$ cat src/rtl/adder.sv
// Registered two-operand adder with a valid/ready stream on both sides.
// A main output register feeds the downstream port and a single skid
// register absorbs the one result that can arrive while the output is
// stalled, so upstream ready is a pure register (no combinational path
// from o_ack or i_req back to i_ack).
//
// Handshake: a word moves on a rising clk edge where the sender's req and
// the receiver's ack are both 1. A sender holds req and data steady until
// the transfer happens; a receiver may drive ack independently of req.
module adder #(
  parameter int WIDTH = 32
) (
  input  logic             clk,
  input  logic             rst,
  input  logic             i_req,
  input  logic [WIDTH-1:0] i_data,
  input  logic [WIDTH-1:0] i_datb,
  output logic             i_ack,
  output logic             o_req,
  output logic [WIDTH-1:0] o_datc,
  input  logic             o_ack
);

  // Occupancy flags and the two result registers.
  logic             out_valid;
  logic             skid_valid;
  logic [WIDTH-1:0] out_data;
  logic [WIDTH-1:0] skid_data;

  logic [WIDTH-1:0] sum;
  logic             in_xfer;
  logic             out_xfer;

  // Carry-out falls off the top: the sum is taken modulo 2^WIDTH.
  assign sum = i_data + i_datb;

  // Ready only depends on the skid flag; the rst term drops it at once
  // while reset is held, without waiting for a clock.
  assign i_ack = rst & ~skid_valid;

  assign o_req  = out_valid;
  assign o_datc = out_data;

  assign in_xfer  = i_req & i_ack;
  assign out_xfer = out_valid & o_ack;

  // Occupancy update: fill output first, spill to skid when stalled,
  // refill output from skid on an emit, empty output when nothing follows.
  always_ff @(posedge clk or negedge rst) begin
    if (!rst) begin
      out_valid  <= 1'b0;
      skid_valid <= 1'b0;
      out_data   <= '0;
      skid_data  <= '0;
    end else begin
      if (skid_valid) begin
        // i_ack is 0 here, so no new pair can arrive this edge.
        if (out_xfer) begin
          out_data   <= skid_data;
          skid_valid <= 1'b0;
        end
      end else if (in_xfer) begin
        if (!out_valid || out_xfer) begin
          out_data  <= sum;
          out_valid <= 1'b1;
        end else begin
          skid_data  <= sum;
          skid_valid <= 1'b1;
        end
      end else if (out_xfer) begin
        out_valid <= 1'b0;
      end
    end
  end

endmodule

$ cat config.mk
export PLATFORM = sky130hd
export DESIGN_NAME = adder
export DESIGN_NICKNAME = d
export VERILOG_FILES = /design/src/rtl/adder.sv
export SDC_FILE = /design/constraint.sdc
export NUM_CORES = 1
export LEC_CHECK = 0
export BUFFER_PORTS_ARGS = -buffer_cell sky130_fd_sc_hd__buf_2
export CAP_MARGIN = 0
export CORE_MARGIN = 8
export CORE_UTILIZATION = 26
export CTS_BUF_LIST = sky130_fd_sc_hd__clkbuf_4 sky130_fd_sc_hd__clkbuf_8
export CTS_CLUSTER_DIAMETER = 50
export DETAILED_ROUTE_END_ITERATION = 10
export GPL_ROUTABILITY_DRIVEN = 0
export HOLD_SLACK_MARGIN = 0.1
export PLACE_DENSITY_LB_ADDON = 0.3
export SKIP_LAST_GASP = 1
export SLEW_MARGIN = 20
export SYNTH_ARGS = -nofsm -noshare
export SYNTH_HDL_FRONTEND = slang
export SYNTH_SLANG_ARGS = --single-unit
$ cat constraint.sdc
create_clock -name clk -period 5.1 [get_ports clk]
set_clock_uncertainty 0.2 [all_clocks]
set_input_delay 0.51 -clock clk [delete_from_list [all_inputs] [get_ports clk]]
set_output_delay 0.51 -clock clk [all_outputs]
set_load 0.005 [all_outputs]
# After elaboration in Yosys (flattened, before gate mapping)
# Cells that the tools add are included.
[totals]
reg_bits = 66
in_bits = 68
output_inout_bits = 34
word_cells = 31
[classes]
n_addsub = 1
n_eq_ne = 2
muxes = 11
bitwise = 5
reduce_logical = 8
[ops]
columns = ["op", "count"]
rows = [
  ["$mux W32", 4],
  ["$add A32 B32 Y32", 1],
  ["$reduce_and A3 Y1", 3],
  ["$mux W1", 7],
  ["$reduce_bool A2 Y1", 3],
  ["$ne A2 B1 Y1 const B", 2],
  ["$and A1 B1 Y1", 3],
  ["$not A1 Y1", 2],
  ["$logic_not A1 Y1", 1],
  ["$logic_or A1 B1 Y1", 1],
]

# Depth between registers and ports, before layout
# Gate-level depths: netlist (run 1).
[depth]
ltp_word = 5
depth_mapped = 10
depth_no_buf = 10

# Worst setup path after synthesis (run 1)
# No wires, ideal clock.
[synth_timing]
kind = "in2reg"
start = "input i_data[0]"
end = "register skid_data[30]"
setup_time_ps = 133
arrival_ps = 2712
required_ps = 4767
path_slack_ps = 2055
path_stages = 10
n_path_buf = 0
path_cell_list = "ha_1 > fa_1 > a21o_1 > a21oi_1 > o21ai_2 > a2111oi_4 > nor2_1 > a211oi_1 > xor2_1 > o21ai_0"
[synth_between]
elab_chain_len = 1
[synth_rtl]
columns = ["element", "line", "source"]
rows = [
  ["from (decl)", "16", "input logic [WIDTH-1:0] i_data,"],
  ["$add A32 B32 Y32", "35", "assign sum = i_data + i_datb;"],
  ["to (signal assigned)", "67", "skid_data <= sum;"],
  ["to (decl)", "28", "logic [WIDTH-1:0] skid_data;"],
]
# No other way between the ends.
# A chain may end at the register's enable or synchronous reset.

# Final worst setup path (run 1)
[layout_timing]
start = "input i_data[0]"
end = "register skid_data[24]"
# Same word-level chain as after synthesis.

==> results of run 1 <==
==> cell type report <==
cell class | count | area share
multi-input cells | 412 | 0.505
flip-flops and latches | 66 | 0.300
clock inverters | 5 | 0.0141
inverters | 11 | 0.00749
clock buffers | 11 | 0.0263
well taps | 225 | 0.0511
repair buffers | 104 | 0.0958
==> power breakdown <==
part / internal [mW] / leakage (nW) / switching, mW
combinational: 0.403 / 1.63 / 0.499
sequential: 0.770 / 0.818 / 0.181
clock: 0.292 / 0.113 / 0.204
total: 1.47 / 2.57 / 0.884
==> placed cells by master, fill, tap and decap left out, drive strengths merged, types with 5 or more instances in the layout <==
| cell | n |
|---|---|
| a21o | 13 |
| a21oi | 44 |
| and3 | 10 |
| buf | 104 |
| clkbuf | 11 |
| dfrtp | 66 |
| ha | 31 |
| inv | 11 |
| mux2 | 11 |
| mux2i | 16 |
| nand2 | 69 |
| nand3 | 17 |
| nand4 | 6 |
| nor2 | 19 |
| nor2b | 5 |
| nor3 | 12 |
| o21a | 12 |
| o21ai | 64 |
| o21bai | 6 |
| o31ai | 5 |
| xnor2 | 21 |
| xor2 | 10 |
==> synth_stat cells, drive strengths merged (3+ instances only) <==
library cell  count  share of area
nand2            69          0.057
dfrtp            66           0.36
o21ai            64          0.071
a21oi            44          0.050
ha               31          0.085
clkbuf           25          0.021
xnor2            21          0.040
nor2             19          0.016
nand3            17          0.019
mux2i            16          0.035
a21o             13          0.021
nor3             12          0.013
o21a             12          0.020
inv              11         0.0090
mux2             11          0.027
and3             10          0.014
xor2             10          0.019
nand4             6         0.0082
o21bai            6         0.0099
nor2b             5         0.0068
o31ai             5          0.010
nand4b            4         0.0077
nor3b             4         0.0066
a211oi            3         0.0049
o211ai            3         0.0049
==> through the flow <==
| stage | power [mW] | setup slack, ns | hold WS [ns] | util |
|---|---|---|---|---|
| 2_1_floorplan | 1.50 | 2.05 | 0.0144 | - |
| 3_3_place_gp | 1.85 | 1.63 | 0.253 | 0.307 |
| 3_5_place_dp | 1.89 | 1.55 | 0.265 | 0.307 |
| 4_1_cts | 2.39 | 1.93 | 0.136 | 0.320 |
| 5_1_grt | 2.56 | 1.63 | 0.161 | 0.320 |
| 6_report | 2.35 | 1.94 | 0.167 | 0.320 |
==> cells by family (layout without fill, tap and decap cells) <==
| logic type | after synthesis | count (layout) | synth area share |
|---|---|---|---|
| AO/OA/AOI/OAI | 167 | 167 | 0.235 |
| AND/OR/NAND/NOR | 155 | 155 | 0.162 |
| flip-flops | 66 | 66 | 0.362 |
| buffers and inverters | 37 | 131 | 0.0307 |
| adder cells (fa/ha/maj) | 32 | 32 | 0.0893 |
| XOR/XNOR | 31 | 31 | 0.0595 |
| multiplexers | 27 | 27 | 0.0622 |
==> state kept, by name, indices dropped and copies added, names as in the netlist <==
| register | cells |
|---|---|
| o_datc | 32 |
| skid_data | 32 |
| o_req | 1 |
| skid_valid | 1 |
==> layer usage <==
metal	vias up	wire length, um	GRT usage
met5	-	0	0
met4	0	231	0.0490
met3	16	729	0.0343
met2	102	5940	0.190
met1	1880	6540	0.161
li1	2042	-	-
==> how the worst max path moves through the flow <==
stage / end / startpoint / cells past startpoint
after floorplan: skid_data[30]$_DFFE_PN0P_ / i_data[0] / 10
after global placement: skid_data[30]$_DFFE_PN0P_ / i_data[0] / 11
after detailed placement: skid_data[24]$_DFFE_PN0P_ / i_data[0] / 11
after CTS: skid_data[24]$_DFFE_PN0P_ / i_data[0] / 11
after global routing: skid_data[24]$_DFFE_PN0P_ / i_data[0] / 11
final: skid_data[24]$_DFFE_PN0P_ / i_data[0] / 11
==> run metrics, run 1 <==
Cell Rows 48; TNS Setup 0 ns; Worst Tran Pin Value 1.03 ns; Ports 102; final slew viol count 0; Final min period 3.16 ns; pwr dens 426 nW/um^2; post-synthesis async set-or-reset flop share 1.00; worst-path cell chain buf_2 -> ha_1 -> fa_1 -> a21o_1 -> a21oi_1 -> o21a_1 -> o31ai_2 -> o31ai_1 -> o21ai_0 -> xnor2_1 -> o21ai_0; Slew HR 0.313; area delta synth->final 20.7%; drt wl/cell 16.1 um; Port Buf Inserts 101; total track usage 0.124; Post-synth EDFFs 0; clk_lat worst skew 0.35 ns; die area 22,100 sq um; Syn Nets 615; CTS tree done; crit path buf inv count 1; Worst R2R Path Depth 3; library cells used by synthesis 51; via count 4,040; H-tree depth 3; crit share post-route 0.620; Die Height 149 um; Avg Inst Size Synth 8.87 sq um; Worst EP required 5.09 ns; number of global-route vias before repair 4,203; CP startpoint kind input port; global-route wire length before repair 21.7 mm; critical path endpoint category register; RR Endpoint skid_data[14]$_DFFE_PN0P_; number of post-CTS setup repair buffers 0; largest net degree at the start of global routing 69; cts bufs inserted 9; Pleak 2.57 nW; Main synth FF type dfrtp_1; worst vdd ir 192 uV; outcome complete, no violations; final std cells w/o fill 834; final setup vio count 0; via/cell ratio 4.84; Ys Warns 0; Placeable Area 17,200 sq um; unrepaired setup endpoints after global routing no; Reg area 1660 sq um; fmax 316 MHz; post-synthesis cell area 4570 sq um; ANT cells 0; multi-input logic area 2780 sq um; NumNets Final 704; root buffer cell clkbuf_8; critical path's slowest cell o31ai_1; share of layout cells above drive strength 1 0.240; sequential element share of the synthesized area 0.362; max_cap viols 0; DP Cell Count 818; most used cell, CP o21ai_0; Hold Vio Cnt, Final 0; Critical Path AT 3.15 ns; Crit path largest cell delay 0.44 ns; DRT Wirelength 13.4 mm; clock-pin slew on the worst setup and hold paths 0.08 ns; First-pass DRT Iterations 4; DRC 0; CTS sink cnt 66; initial antenna violation count 0; Hold Crit Class in -> async; Max FO, Critical Path 4; Hold-fix buffers, CTS 0; Synth Register Bits 66; Synth Instances 515; FILL cells 1,832; post-route ant nets 0; Initial Util 0.265; clk buf depth 2; total gr overflow 0; worst reg2reg startpoint skid_valid$_DFF_PN0_; Top delay family on crit path compound AO/OA/AOI/OAI gates; Post-DP Area 5290 sq um; post-CTS sizing 0; Design Area, Final 5510 sq um; r2r setup slk 2.25 ns; die extent in x 149 um; DR iter-0 viols 240; Post-DP HPWL 10.5 mm; CP Class in -> reg
Power figures use the tool's default switching activity.
==> inputs of run 2 (changes only) <==
==> constraint.sdc (replaced) <==
create_clock -name clk -period 2.79 [get_ports clk]
set_clock_uncertainty 0.2 [all_clocks]
set_input_delay 0.279 -clock clk [delete_from_list [all_inputs] [get_ports clk]]
set_output_delay 0.279 -clock clk [all_outputs]
set_load 0.005 [all_outputs]
==> run metrics, run 2 (synthesized netlist as in run 1, its figures left out) <==
Slew HR 0.452; r2r setup slk 0.82 ns; post-place setup slack -0.281 ns; crit path buf inv count 2; DRC 0; multi-input logic area 2790 sq um; share of layout cells above drive strength 1 0.291; met2 usage 0.194; critical path's slowest cell fa_1; H-tree depth 3; DR iter-0 viols 237; via count 4,306; pwr dens 762 nW/um^2; FILL cells 1,765; First-pass DRT Iterations 4; most common cell after layout, fill and taps aside buf_2; clock-pin slew on the worst setup and hold paths 0.07 ns; area delta synth->final 29.7%; final setup vio count 0; Top delay family on crit path compound AO/OA/AOI/OAI gates; RR Endpoint o_datc[25]$_DFFE_PN0P_; worst vdd ir 306 uV; worst-path cell chain buf_2 -> ha_1 -> fa_1 -> a21o_1 -> a21oi_2 -> o21a_1 -> o31ai_2 -> o31ai_2 -> buf_4 -> o21ai_0 -> xnor2_1 -> o21ai_0; via/cell ratio 4.88; crit share post-route 0.948; outcome complete, no violations; die extent in x 149 um; max_cap viols 0; final slew viol count 0; Final min period 2.64 ns; total gr overflow 0; Worst Tran Pin Value 0.822 ns; final core occ 0.344; Crit path depth 12; Design Area, Final 5920 sq um; Critical Path AT 2.70 ns; Post-DP HPWL 11.0 mm; Initial Util 0.265; GR peak layer met2; Ports 102; largest net degree at the start of global routing 64; CP startpoint kind input port; unrepaired setup endpoints after global routing no; Worst EP required 2.85 ns; root buffer cell clkbuf_8; post-route ant nets 0; Pleak 2.81 nW; Max FO, Critical Path 3; initial antenna violation count 0; ANT cells 0; NumNets Final 752; CTS tree done; fmax 378 MHz; Placeable Area 17,200 sq um; CTS sink cnt 66; Port Buf Inserts 101; most frequent cells in the layout buf_2, nand2_1, dfrtp_1; die area 22,100 sq um; GR Layer Usage met1 0.165; Die Height 149 um; Design Power 4.51 mW; worst reg2reg startpoint o_req$_DFFE_PN0P_; Post-DP Area 5610 sq um; DRT Wirelength 13.8 mm; Worst R2R Path Depth 6; CP Class in -> reg; Crit path largest cell delay 0.41 ns; clk buf depth 2; critical path endpoint category register; Hold Crit Class in -> async; Reg area 1650 sq um; drt wl/cell 15.6 um; Cell Rows 48; number of global-route vias before repair 4,309; global-route wire length before repair 22.1 mm; post-route worst setup slack 0.146 ns; cts bufs inserted 9; total track usage 0.124; met3 usage 0.0261; worst hold slack 0.149 ns; Hold Vio Cnt, Final 0; clk_lat worst skew 0.34 ns
==> run 2: layer usage <==
layer / share of wire / up-vias / routed length [um]
met1: 0.48 / 2043 / 6600
li1: - / 2143 / -
met5: 0 / - / 0
met2: 0.45 / 103 / 6250
met3: 0.048 / 17 / 666
met4: 0.018 / 0 / 242
==> run 2: layout make-up <==
| class | count | share of cell area |
|---|---|---|
| multi-input cells | 412 | 0.472 |
| flip-flops and latches | 66 | 0.279 |
| repair buffers | 152 | 0.152 |
| well taps | 225 | 0.0475 |
| clock buffers | 11 | 0.0256 |
| clock inverters | 5 | 0.0169 |
| inverters | 11 | 0.00697 |
==> run 2: stage by stage <==
| stage | setup TNS [ns] | std cells |
|---|---|---|
| after floorplan | 0 | 515 |
| after CTS | 0 | 882 |
| after global routing | 0 | 882 |
| after global placement | -1.50 | 861 |
| final | 0 | 882 |
| after detailed placement | -2.12 | 861 |
==> run 2: how the worst max path moves through the flow <==
stage                     from                         to  slack, ns
global placement     i_data[0]  skid_data[24]$_DFFE_PN0P_      -0.21
floorplan            i_data[0]  skid_data[30]$_DFFE_PN0P_       0.07
detailed placement   i_data[0]  skid_data[24]$_DFFE_PN0P_      -0.28
global route        i_data[10]     o_datc[29]$_DFFE_PN0P_      0.001
CTS                  i_data[0]  skid_data[24]$_DFFE_PN0P_       0.08
finish               i_data[0]  skid_data[24]$_DFFE_PN0P_       0.15
==> run 2: power by group <==
| group | switching (mW) | leakage (nW) | internal [mW] | total [mW] |
|---|---|---|---|---|
| registers | 0.237 | 0.818 | 1.41 | 1.64 |
| clock network | 0.369 | 0.129 | 0.640 | 1.01 |
| logic | 1.03 | 1.86 | 0.832 | 1.86 |
==> run 2: repair_timing <==
action,in CTS,in global routing
hold endpoints to repair,69,0
buffers inserted,0,0
setup endpoints to repair,0,3
hold buffers,5,0
gates resized for setup,0,2
==> run 2: worst register-to-register path: stages, from the launching register on <==
cell and delay [ns]:
dfrtp_1 0.42, nor2b_1 0.31, a21o_1 0.32, buf_4 0.26
nor3_1 0.06, mux2i_1 0.19, nand3_1 0.09
